## src/rtl/mult_share_arbiter.sv

```systemverilog
// rtl/mult_share_arbiter.sv - round-robin arbiter sharing one 4x4 multiplier among N requesters
// Optional MSA_ZERO_BYPASS_EN: zero-operand requests answer directly without visiting the multiplier.
module mult_share_arbiter #(
   parameter int N        = 4,
   parameter int MULT_LAT = 1,
   parameter int IDW      = 2
) (
   input  logic             clk,
   input  logic             rst_n,
   input  logic             ena,
   input  logic [N-1:0]     req_valid,
   input  logic [4*N-1:0]   req_a,
   input  logic [4*N-1:0]   req_b,
   output logic [N-1:0]     req_ready,
   output logic             resp_valid,
   input  logic             resp_ready,
   output logic [7:0]       resp_p,
   output logic [IDW-1:0]   resp_id,
   output logic [3:0]       mult_a,
   output logic [3:0]       mult_b,
   input  logic [7:0]       mult_p
);
   localparam logic [1:0] S_IDLE = 2'd0;
   localparam logic [1:0] S_BUSY = 2'd1;
   localparam logic [1:0] S_RESP = 2'd2;

   logic [1:0]     state;
   logic [2:0]     lat_cnt;
   logic [IDW-1:0] rr_last;
   logic [IDW-1:0] cur_id;
   logic [IDW-1:0] grant_id;
   logic           grant_any;
   logic           grant;
   logic [2*N-1:0] rot;
   logic [3:0]     sel_a;
   logic [3:0]     sel_b;
   int             sum;

   // Rotate the request vector so bit 0 is the requester just after rr_last.
   always_comb begin
      rot       = {req_valid, req_valid} >> ({1'b0, rr_last} + {{IDW{1'b0}}, 1'b1});
      grant_any = 1'b0;
      grant_id  = '0;
      sum       = 0;
      for (int j = 0; j < N; j++) begin
         if (!grant_any && rot[j]) begin
            grant_any = 1'b1;
            sum       = int'(rr_last) + 1 + j;
            if (sum >= N) sum = sum - N;
            grant_id  = IDW'(sum);
         end
      end
   end

   assign grant = (state == S_IDLE) && ena && grant_any;

   always_comb begin
      req_ready = '0;
      sel_a     = '0;
      sel_b     = '0;
      for (int i = 0; i < N; i++) begin
         if (grant_id == IDW'(i)) begin
            sel_a        = req_a[4*i +: 4];
            sel_b        = req_b[4*i +: 4];
            req_ready[i] = grant;
         end
      end
   end

   always_ff @(posedge clk) begin
      if (!rst_n) begin
         state      <= S_IDLE;
         lat_cnt    <= '0;
         rr_last    <= IDW'(N - 1);
         cur_id     <= '0;
         mult_a     <= '0;
         mult_b     <= '0;
         resp_valid <= 1'b0;
         resp_p     <= '0;
         resp_id    <= '0;
      end else begin
         case (state)
            S_IDLE: begin
               if (grant) begin
                  rr_last <= grant_id;
                  cur_id  <= grant_id;
`ifdef MSA_ZERO_BYPASS_EN
                  if (sel_a == 4'd0 || sel_b == 4'd0) begin
                     resp_p     <= '0;
                     resp_id    <= grant_id;
                     resp_valid <= 1'b1;
                     state      <= S_RESP;
                  end else begin
                     mult_a  <= sel_a;
                     mult_b  <= sel_b;
                     lat_cnt <= 3'(MULT_LAT);
                     state   <= S_BUSY;
                  end
`else
                  mult_a  <= sel_a;
                  mult_b  <= sel_b;
                  lat_cnt <= 3'(MULT_LAT);
                  state   <= S_BUSY;
`endif
               end
            end
            S_BUSY: begin
               if (lat_cnt != 3'd0) begin
                  lat_cnt <= lat_cnt - 3'd1;
               end else begin
                  resp_p     <= mult_p;
                  resp_id    <= cur_id;
                  resp_valid <= 1'b1;
                  state      <= S_RESP;
               end
            end
            S_RESP: begin
               if (resp_ready) begin
                  resp_valid <= 1'b0;
                  state      <= S_IDLE;
               end
            end
            default: state <= S_IDLE;
         endcase
      end
   end
endmodule

```

## config.mk

```make
export PLATFORM = sky130hd
export DESIGN_NAME = mult_share_arbiter
export DESIGN_NICKNAME = d
export VERILOG_FILES = /design/src/rtl/mult_share_arbiter.sv
export SDC_FILE = /design/constraint.sdc
export NUM_CORES = 1
export LEC_CHECK = 0
export ABC_AREA = 1
export CORE_MARGIN = 2
export CORE_UTILIZATION = 40
export CTS_BUF_LIST = sky130_fd_sc_hd__clkbuf_8
export DETAILED_ROUTE_END_ITERATION = 10
export GPL_ROUTABILITY_DRIVEN = 1
export PLACE_DENSITY = 0.83
export SYNTH_ARGS = -nofsm -noshare
export SYNTH_HDL_FRONTEND = slang
export SYNTH_SLANG_ARGS = --single-unit
```

## constraint.sdc

```tcl
create_clock -name clk -period 5.2 [get_ports clk]
set_clock_uncertainty 0.05 [all_clocks]
set_input_delay 1.04 -clock clk [delete_from_list [all_inputs] [get_ports clk]]
set_output_delay 1.04 -clock clk [all_outputs]
set_load 0.02 [all_outputs]
```

==> results.cfg, run 1 <==
[outcome]
status = finished clean

[clock_network]
root_buffer = clkbuf_8
cts_hold_buf = 0
insertion_delay_ns = 0.28
numClockSinks = 28
clock_path_buffers = 2
post_cts_resized = 0
clk_pin_slew_ns = 0.10
cts_tree = yes
h-tree-depth = 1
numCtsBuffers = 3
cts.repair_timing.setup_buffer_count = 0

[timing]
fmax_mhz = 228
hold_viol_final = 0
fin_tns_setup_ns = 0
rsz0062_at_grt = no
drv_slew = 0
tightest_slew_ns = 0.575
slew_headroom = 0.615
fin_crit_sh = 0.845
setup_viol = 0
setup_ws_ns = 0.806
period_needed_ns = 4.39

[critical_path]
start_kind = primary input
crit_path_max_fanout = 19
critPathRequiredTime_ns = 4.11
cpMaxStageDelayCell = clkdlybuf4s50_1
crit_chain = clkdlybuf4s50_1 -> nand2_1 -> nand3_2 -> nand2_2 -> inv_2 -> nand3_2 -> nand2_1 -> nand2_2 -> nand2_4 -> nand2_1 -> nor2_1 -> clkdlybuf4s50_1
path_class = primary input to output pin
endpoint_kind = output pin
crit_path_max_incr_delay_ns = 0.61
r2r_slack_ns = 3.13
crit_top_cell = nand2_1
cp.arrival_ns = 3.30

[power]
peakVddDrop_mv = 0.156
leakage_uw = 0.00102
powerDensity_mw_per_mm2 = 404

[yosys]
syn_nets = 292
netlist_instances = 242
yosys_warnings = 0
synth-seq-cells = 28
synth.distinct_cells = 29
yosysSeqAreaShare = 0.337
syn_area_sq_mm = 0.00166
avgSynthCellArea_sq_um = 6.87

[global_routing]
track_usage = 0.186
gr-total-overflow = 0
grt_first_pass_wirelength_um = 6670
antenna_found_initial = 0
grt_pass1_vias = 1557
grt_max_degree = 20

[placement]
place_congestion = 0.875
place_ws_ns = 0.797
place_hpwl_um = 3290
io_buffer_count = 70
placed_area_sq_mm = 0.00237

[floorplan]
die-height_um = 68.5
ios = 71
row_count = 23
start_util = 0.415
core_sq_mm = 0.00400
die_x_um = 68.5
die-area_sq_mm = 0.00469

[finish]
diodes = 0
fin_area_sq_mm = 0.00244
fillers = 396
area_growth_syn_to_layout_pct = 46.8
drive_gt1_frac = 0.110
nNetsFinal = 360

[flow_run]
maxCapViolCount = 0

[hold_path]
holdCritPathClass = flip-flop to flip-flop

[detailed_routing]
num_vias = 1791
drc = 0
wl_per_cell_um = 11.8
antenna_left = 0
drtPass1Iterations = 4
routed_wl_um = 4220
drtIter0Drc = 39
via_per_inst = 4.99
==> metrics by stage <==
step | util | cells | hold slack, ns | total power (uW)
after floorplan | - | 242 | 0.379 | 673
after global placement | 0.592 | 355 | 0.391 | 806
after detailed placement | 0.592 | 355 | 0.394 | 822
after CTS | 0.610 | 359 | 0.415 | 994
after global routing | 0.610 | 359 | 0.438 | 1060
final | 0.610 | 359 | 0.410 | 985
==> critical path: cells and delay by family <==
family,cells,cell delay [ns]
simple gates,9,1.06
buf+inv,3,1.18
==> cells by family after synthesis <==
kind of cell,count (synthesis),synth area share
and+or+nand+nor,155,0.464
AOI/OAI and AO/OA,29,0.0956
DFF,28,0.337
buffers and inverters,27,0.0828
adders and majority gates,2,0.0151
xor gates and xnor gates,1,0.00527
==> registers in the layout, summed over array words and instances, names as in the netlist <==
| name | flops |
|---|---|
| resp_id | 2 |
| state | 2 |
| mult_b | 4 |
| lat_cnt | 3 |
| cur_id | 2 |
| mult_a | 4 |
| rr_last | 2 |
| resp_p | 8 |
| resp_valid | 1 |
==> report_power, final <==
| part | internal, uW | switching, uW |
|---|---|---|
| Sequential | 255 | 26.8 |
| Combinational | 206 | 326 |
| Clock | 103 | 67.8 |
==> per-layer routing <==
metal,vias to the layer above,GRT usage,share of wire
li1,930,-,-
met1,792,0.218,0.43
met2,69,0.343,0.50
met3,0,0.0313,0.075
met4,0,0.0525,0
met5,-,0,0
==> path summary, 6_finish.rpt <==
| path | from | endpoint | cells past startpoint |
|---|---|---|---|
| setup / recovery | req_valid[2] | req_ready[2] | 12 |
| hold / removal | mult_b[3]$_SDFFE_PN0P_ | mult_b[3]$_SDFFE_PN0P_ | 2 |
| setup reg to reg | rr_last[1]$_SDFFE_PN1P_ | mult_b[1]$_SDFFE_PN0P_ | 12 |
| hold reg to reg | mult_b[3]$_SDFFE_PN0P_ | mult_b[3]$_SDFFE_PN0P_ | 2 |
==> synthesized netlist by cell type <==
library cell | count | area share
a21oi_1 | 6 | 0.018
buf_4 | 2 | 0.0090
buf_8 | 2 | 0.018
clkbuf_1 | 2 | 0.0045
clkbuf_2 | 1 | 0.0030
clkinv_1 | 3 | 0.0068
dfxtp_1 | 28 | 0.34
ha_1 | 2 | 0.015
inv_1 | 12 | 0.027
inv_2 | 4 | 0.0090
inv_6 | 1 | 0.0053
nand2_1 | 48 | 0.11
nand2_2 | 8 | 0.030
nand2_4 | 4 | 0.027
nand3_1 | 31 | 0.093
nand3_2 | 7 | 0.042
nand3b_1 | 3 | 0.014
nand4_1 | 6 | 0.023
nand4_2 | 1 | 0.0075
nor2_1 | 42 | 0.095
nor2_2 | 1 | 0.0038
nor2_4 | 2 | 0.014
nor3_1 | 1 | 0.0030
o211ai_1 | 4 | 0.018
o21ai_0 | 15 | 0.045
o21ai_1 | 3 | 0.0090
o21ai_2 | 1 | 0.0053
or2_2 | 1 | 0.0038
xor2_1 | 1 | 0.0053
==> final cells by class <==
class | instances | area, sq um | area share
timing repair buffer | 70 | 701 | 0.287
clock inverter | 1 | 30.0 | 0.0123
inverter | 20 | 80.1 | 0.0328
tap | 50 | 62.6 | 0.0257
clock buffer | 3 | 41.3 | 0.0169
multi-input combinational | 187 | 963 | 0.395
sequential | 28 | 561 | 0.230
==> cell usage in the layout, fill, tap and decap left out <==
cell type         n
clkinv_1          3
nand2_4           4
clkdlybuf4s50_1  70
inv_1            12
nor2_4            2
o21ai_2           1
nand3_1          31
nand3_2           7
bufinv_16         1
nand2_2           8
clkbuf_8          3
ha_1              2
a21oi_1           6
dfxtp_1          28
nor3_1            1
nor2_1           42
inv_6             1
nor2_2            1
o21ai_0          15
nand2_1          48
inv_2             4
nand3b_1          3
or2_2             1
nand4_1           6
o21ai_1           3
nand4_2           1
xor2_1            1
o211ai_1          4
No activity file was read; power rests on OpenSTA's default activity.
==> run 2, diff against run 1 <==
--- a/config.mk
+++ b/config.mk
@@ -7,11 +7,11 @@
 export LEC_CHECK = 0
 export ABC_AREA = 1
 export CORE_MARGIN = 2
-export CORE_UTILIZATION = 40
+export CORE_UTILIZATION = 39
 export CTS_BUF_LIST = sky130_fd_sc_hd__clkbuf_8
 export DETAILED_ROUTE_END_ITERATION = 10
 export GPL_ROUTABILITY_DRIVEN = 1
-export PLACE_DENSITY = 0.83
+export PLACE_DENSITY = 0.85
 export SYNTH_ARGS = -nofsm -noshare
 export SYNTH_HDL_FRONTEND = slang
 export SYNTH_SLANG_ARGS = --single-unit
==> constraint.sdc (replaced) <==
create_clock -name clk -period 4 [get_ports clk]
set_clock_uncertainty 0.05 [all_clocks]
set_input_delay 0.8 -clock clk [delete_from_list [all_inputs] [get_ports clk]]
set_output_delay 0.8 -clock clk [all_outputs]
set_load 0.02 [all_outputs]
==> results.cfg, run 2 (synthesis gave the netlist of run 1 again) <==
[hold_path]
holdCritStartpoint = mult_b[1]$_SDFFE_PN0P_
hold_path_depth = 2
holdCritPathClass = flip-flop to flip-flop
min_to = mult_b[1]$_SDFFE_PN0P_

[timing]
fin_tns_setup_ns = 0
setup_viol = 0
hold_viol_final = 0
fmax_mhz = 263
tightest_slew_ns = 0.352
fin_crit_sh = 0.951
period_needed_ns = 3.80
rsz0062_at_grt = no
slew_headroom = 0.765
drv_slew = 0

[clock_network]
clk_pin_slew_ns = 0.10
cts_hold_buf = 0
cts.repair_timing.setup_buffer_count = 0
h-tree-depth = 1
insertion_delay_ns = 0.28
numCtsBuffers = 3
numClockSinks = 28
root_buffer = clkbuf_8
cts_tree = yes
post_cts_resized = 0
clock_path_buffers = 2

[detailed_routing]
drc = 0
drtPass1Iterations = 4
via_per_inst = 4.98
antenna_left = 0
routed_wl_um = 4270
num_vias = 1809
wl_per_cell_um = 11.8
drtIter0Drc = 60

[finish]
multi_input_area_sq_um = 963
reg_top3 = resp_p: 8 flops, mult_a: 4 flops, mult_b: 4 flops
largest_reg_flops = 8
diodes = 0
drive_gt1_frac = 0.121
final_cell_mix = clkdlybuf4s50_1, nand2_1, nor2_1, nand3_1, dfxtp_1
regMostFlops = resp_p
final_common_cell = clkdlybuf4s50_1
seqCellArea_sq_um = 561
area_growth_syn_to_layout_pct = 48.6
fillers = 395
nNetsFinal = 364

[critical_path]
crit_path_max_fanout = 10
r2r_slack_ns = 1.93
critPathRequiredTime_ns = 3.15
regToRegEndpoint = mult_b[0]$_SDFFE_PN0P_
path_class = primary input to output pin
r2r_cells = 14
cp.arrival_ns = 2.95
start_kind = primary input
endpoint_kind = output pin
worstReg2RegStart = rr_last[1]$_SDFFE_PN1P_

[floorplan]
core_sq_mm = 0.00406
start_util = 0.409
die-height_um = 69.3
row_count = 23
die_x_um = 69.3
die-area_sq_mm = 0.00480
ios = 71

[power]
peakVddDrop_mv = 0.221
leakage_uw = 0.00104
power_uw = 1310
powerDensity_mw_per_mm2 = 529

[outcome]
status = finished clean

[global_routing]
gr-total-overflow = 0
antenna_found_initial = 0
grt_first_pass_wirelength_um = 7290
grt_max_degree = 20
track_usage = 0.178
grt_pass1_vias = 1765

[placement]
place_congestion = 0.760
place_hpwl_um = 3320
io_buffer_count = 70

[flow_run]
maxCapViolCount = 0
## run 2: critical path, cell delays in order
cell             delay [ns]
clkdlybuf4s50_1        0.52
nand2_1                0.13
nand3_2                0.13
nand2_4                0.09
a21oi_1                0.18
nand2_2                0.10
nand2_4                0.08
inv_6                  0.05
nor3_1                 0.22
clkdlybuf4s50_1        0.65
## run 2: stage by stage
step                       util  instances  cell area, sq um  worst slack (ns)  hold WS [ns]
after floorplan               -        242              1660              1.07         0.379
after global placement    0.591        359              2400             0.287         0.398
after detailed placement  0.591        359              2400             0.219         0.400
after CTS                 0.608        363              2470             0.200         0.417
after global routing      0.608        363              2470            0.0712         0.437
final                     0.608        363              2470             0.196         0.414
## run 2: worst max-delay path by stage
stage / from / endpoint / depth (start not counted)
after floorplan: req_valid[2] / req_ready[0] / 10
after global placement: req_valid[2] / req_ready[0] / 10
after detailed placement: req_valid[2] / req_ready[0] / 10
after CTS: req_valid[2] / req_ready[0] / 10
after global routing: req_valid[2] / req_ready[0] / 10
final: req_valid[2] / req_ready[0] / 10
## run 2: final cells by class
cell class,instances,area share
clock inverter,1,0.0122
clock buffer,3,0.0167
sequential,28,0.227
multi-input combinational,187,0.390
tap,50,0.0253
inverter,20,0.0324
timing repair buffer,74,0.296
## run 2: per-layer routing
metal | share of wire | global-route usage | vias up
met5 | 0 | 0 | -
met4 | 0.019 | 0.0719 | 0
met3 | 0.066 | 0.0320 | 7
met2 | 0.50 | 0.326 | 70
met1 | 0.41 | 0.203 | 793
li1 | - | - | 939
## run 2: power by group
part,switching [uW],internal [uW]
clock,92.5,134
sequential,34.8,332
combinational,425,286
total,553,752
